===== src/rtl/deser_8bit_pkg.sv =====
// deser_8bit_pkg: shared word-width constant for the deserializer slice.
package deser_8bit_pkg;
  localparam int unsigned WORD_W = 8;
endpackage


===== src/rtl/dff_en.sv =====
// dff_en: D flip-flop with synchronous enable (2:1 mux feedback) and synchronous active-high reset.
module dff_en #(
  parameter int W = 1
) (
  input  logic         clk,
  input  logic         reset,
  input  logic         en,
  input  logic [W-1:0] d,
  output logic [W-1:0] q
);
  logic [W-1:0] q_q;
  logic [W-1:0] q_d;
  assign q_d = en ? d : q_q;
  always_ff @(posedge clk)
    q_q <= reset ? '0 : q_d;
  assign q = q_q;
endmodule


===== src/rtl/deser_8bit.sv =====
// deser_8bit: serial-to-parallel front stage; collects one bit per valid clock and
// presents each completed word on dout with a one-cycle strobe, parking it while dout_hold is high.
module deser_8bit
  import deser_8bit_pkg::*;
#(
  parameter int WIDTH     = WORD_W,
  parameter bit LSB_FIRST = 1'b1
) (
  input  logic                     clk,
  input  logic                     reset,
  input  logic                     din,
  input  logic                     din_valid,
  input  logic                     sync,
  input  logic                     dout_hold,
  output logic [WIDTH-1:0]         dout,
  output logic                     dout_strobe,
  output logic [$clog2(WIDTH)-1:0] bit_cnt,
  output logic                     overrun
);
  localparam int CW = $clog2(WIDTH);
  logic [WIDTH-1:0] sr_q, sr_d, hold_q, dout_d;
  logic [CW-1:0]    cnt_q, cnt_d, inc, c;
  logic             pend_q, pend_d, complete, load;
  assign sr_d = LSB_FIRST ? {din, sr_q[WIDTH-1:1]} : {sr_q[WIDTH-2:0], din};
  // ripple half-adder chain: cnt + 1, wrapping naturally at WIDTH
  assign c[0] = 1'b1;
  for (genvar i = 0; i < CW; i++) begin : g_inc
    assign inc[i] = cnt_q[i] ^ c[i];
    if (i < CW - 1) begin : g_c
      assign c[i+1] = cnt_q[i] & c[i];
    end
  end
  assign cnt_d    = sync ? {{(CW-1){1'b0}}, 1'b1} : inc;
  assign complete = din_valid & ~sync & (&cnt_q);
  assign load     = ~dout_hold & (complete | pend_q);
  assign dout_d   = complete ? sr_d : hold_q;
  assign pend_d   = dout_hold & (complete | pend_q);
  dff_en #(.W(WIDTH)) u_sr   (.clk(clk), .reset(reset), .en(din_valid),            .d(sr_d),   .q(sr_q));
  dff_en #(.W(CW))    u_cnt  (.clk(clk), .reset(reset), .en(din_valid),            .d(cnt_d),  .q(cnt_q));
  dff_en #(.W(WIDTH)) u_hold (.clk(clk), .reset(reset), .en(complete & dout_hold), .d(sr_d),   .q(hold_q));
  dff_en #(.W(WIDTH)) u_dout (.clk(clk), .reset(reset), .en(load),                 .d(dout_d), .q(dout));
  dff_en #(.W(1))     u_pend (.clk(clk), .reset(reset), .en(1'b1),                 .d(pend_d), .q(pend_q));
  dff_en #(.W(1))     u_stb  (.clk(clk), .reset(reset), .en(1'b1),                 .d(load),   .q(dout_strobe));
  dff_en #(.W(1))     u_ovr  (.clk(clk), .reset(reset), .en(complete & pend_q),    .d(1'b1),   .q(overrun));
  assign bit_cnt = cnt_q;
endmodule


===== config.mk =====
export PLATFORM = sky130hd
export DESIGN_NAME = deser_8bit
export DESIGN_NICKNAME = d
export VERILOG_FILES = /design/src/rtl/deser_8bit_pkg.sv /design/src/rtl/dff_en.sv /design/src/rtl/deser_8bit.sv
export SDC_FILE = /design/constraint.sdc
export NUM_CORES = 1
export LEC_CHECK = 0
export CORE_ASPECT_RATIO = 1.5
export CORE_MARGIN = 2
export CORE_UTILIZATION = 45
export DETAILED_ROUTE_END_ITERATION = 7
export MAX_ROUTING_LAYER = met4
export PLACE_DENSITY = 0.68
export SLEW_MARGIN = 25
export SYNTH_ARGS = -nofsm -noshare
export SYNTH_HDL_FRONTEND = slang
export SYNTH_SLANG_ARGS = --single-unit

===== constraint.sdc =====
create_clock -name clk -period 3.4 [get_ports clk]
set_input_delay 0.85 -clock clk [delete_from_list [all_inputs] [get_ports clk]]
set_output_delay 0.85 -clock clk [all_outputs]
set_load 0.03 [all_outputs]

==> reports/results.tsv <==
stage	metric	value	unit
yosys	sequential-to-total area share from yosys stat	46.1	%
worst_setup_path	reg2reg start	u_cnt.q[0]$_SDFFE_PP0P_	
place	DP HPWL	1700	µm
routing	first-pass iteration count of the detailed router	4	
cts	Clock H-tree levels	2	
pwr	VDD IR max	0.000297	V
place	pre-CTS WS	0.760	ns
floorplanning	Die Wd	47.2	µm
cts	Reg clk slew, reported paths	0.06	ns
yosys	count leader, synth	dfxtp_1	
routing	via count	967	
worst_setup_path	Setup crit start	dout_hold	
routing	DRT antenna net count	0	
sta	hold slack	0.455	ns
yosys	Seq cells post-synth	29	
cts	post-CTS setup buffer count	0	
sta	Clock Skew	0.00386	ns
sta	Period minus WS final	2.35	ns
cells_and_area	post-layout util	57.4	%
global_route	met2 GRT Util	25.7	%
yosys	Syn Nets	143	
pwr	Lkg Pwr	0.555	nW
global_route	initial antenna violation count	0	
sta	Tcrit/Tclk final	69.3	%
cells_and_area	fin area	1540	µm²
worst_hold_path	Hold Crit Start	u_hold.q[6]$_SDFFE_PP0P_	
yosys	Mapped Area	1260	µm²
worst_setup_path	crit start category	input pin	
floorplanning	die area	3240	µm²
sta	maximum clock frequency	0.425	GHz
routing	drc violations	0	
global_route	met1 global-route usage	20.2	%
floorplanning	Initial Utilization	47.0	%
cells_and_area	fin nets	160	
cts	Clk Latency, worst-skew pair	0.27	ns
cts	Post-CTS Hold Buffers	0	
cts	CTS tree	built	
pwr	total power per unit cell area	424	nW/µm²
cts	cts bufs inserted	5	
sta	worst slew pin tran	0.477	ns
cells_and_area	# fillers	267	
floorplanning	Placeable Area	2680	µm²
place	# placed instances	182	
routing	WL/cell	12.3	µm
yosys	Post-synth top flop	dfxtp_1	
sta	RSZ-0062 raised after global routing	no	
worst_hold_path	HP Class	reg2reg	
global_route	Overflow after GRT	0	
cells_and_area	area grow syn2layout	22.0	%
routing	starting DRC count in detailed routing	30	
yosys	synth warn	0	
yosys	Avg Synthesized Cell Area	9.32	µm²
global_route	met3 global-route usage	4.69	%
global_route	vias in the first global route	871	
yosys	largest area contributor in the netlist	dfxtp_1	
floorplanning	row cnt	23	
worst_setup_path	Worst Setup Path Type	in2reg	
sta	Relative slew margins	68.2	%
yosys	largest cells by area after synthesis	dfxtp_1 46%, nor4_2 8.0%, nor3_1 7.2%	
pwr	total power	0.651	mW
place	placed inst area	1450	µm²
routing	Vias/cell	5.12	
worst_setup_path	CP required	3.58	ns
global_route	GR Util All Layers	16.9	%
cts	Root Driver	clkbuf_8	
global_route	first-pass GRT wire length	3810	µm
worst_setup_path	Setup crit end kind	register	
yosys	EDFF count, synth	0	
run	Max Cap Violations	0	
cells_and_area	ant diodes	0	
yosys	Yosys top cell area share	46.1	%
sta	setup TNS	0	ns
cells_and_area	layout cells sized above 1	16.4	%
floorplanning	io pins	19	
outcome	status	completed	
global_route	largest net degree at the start of global routing	30	
yosys	post-synthesis cell count	135	
sta	Slew Viols, Final	0	
yosys	Synth top cells by count	29 x dfxtp_1, 18 x nor3_1, 17 x nand2_1	
sta	setup ws final	1.05	ns
cts	cts repair resizes	0	
yosys	asr flop ratio synth	0	%
worst_setup_path	Arrival @ worst endpoint	2.54	ns
cts	CTS Sinks	29	
cts	Max Buffers Root-to-Sink	2	
floorplanning	Die H	68.8	µm
sta	final setup violation count	0	
worst_setup_path	CP Max Fanout	15	
place	input/output buffers	18	
place	gpl congestion	0.777	
cells_and_area	Non-Filler Instances	189	
routing	total routed wirelength	2330	µm
sta	Fin. Hold Viols	0	
global_route	gr busiest metal	met2	
yosys	count of cell types in the netlist	22	
==> logic make-up (layout without fill, tap and decap cells) <==
group / after synthesis / after routing / share of synthesized area [%]
AND/OR/NAND/NOR: 75 / 75 / 37.3
flip-flops: 29 / 29 / 46.1
AO/OA/AOI/OAI: 11 / 11 / 4.37
buffers and inverters: 11 / 28 / 4.67
multiplexers: 7 / 7 / 5.57
adder cells (fa/ha/maj): 2 / 2 / 1.99
==> metal layers <==
layer  up-vias  share of wire (%)
li1        499                  -
met1       441                 45
met2        21                 48
met3         6                4.3
met4         0                2.1
met5         -                  0
==> sequential cells by signal, summed over array words and instances, names as in the netlist <==
signal    count
u_pend.q      1
u_cnt.q       3
u_hold.q      8
u_sr.q        7
u_dout.q      8
u_ovr.q       1
u_stb.q       1
==> final timing paths <==
path	endpoint	slack, ns	depth (start not counted)
max	u_dout.q[6]$_SDFFE_PP0P_	1.05	4
min	u_hold.q[6]$_SDFFE_PP0P_	0.46	2
max reg2reg	u_dout.q[6]$_SDFFE_PP0P_	1.68	5
min reg2reg	u_hold.q[6]$_SDFFE_PP0P_	0.46	2
==> placed cells by master, fill, tap and decap left out <==
cell	instances
a21oi_1	11
and3b_1	1
and4b_1	1
and4bb_1	1
buf_4	3
clkbuf_1	1
clkbuf_8	6
clkdlybuf4s50_1	18
dfxtp_1	29
ha_1	2
mux2i_1	7
nand2_1	17
nand2b_1	1
nand3b_1	1
nand4b_1	1
nor2_1	13
nor2b_1	4
nor3_1	18
nor3_2	8
nor3b_1	1
nor4_2	8
==> worst max-delay path: stages <==
cell and delay [ns]:
clkdlybuf4s50_1 0.64, and4bb_1 0.69, nor3_2 0.10, nor4_2 0.25
==> layout make-up <==
class / instances / area, µm² / area share, %
Clock buffer: 7 / 86.3 / 5.62
Sequential cell: 29 / 581 / 37.8
Multi-Input combinational cell: 95 / 619 / 40.3
Tap cell: 37 / 46.3 / 3.02
Timing Repair Buffer: 21 / 203 / 13.2
==> power by group <==
| part | switching (mW) | internal (mW) | leakage, nW |
|---|---|---|---|
| clock | 0.112 | 0.160 | 0.0443 |
| sequential | 0.00284 | 0.343 | 0.234 |
| combinational | 0.0186 | 0.0147 | 0.277 |
| total | 0.133 | 0.517 | 0.555 |
No activity file was read; power rests on OpenSTA's default activity.
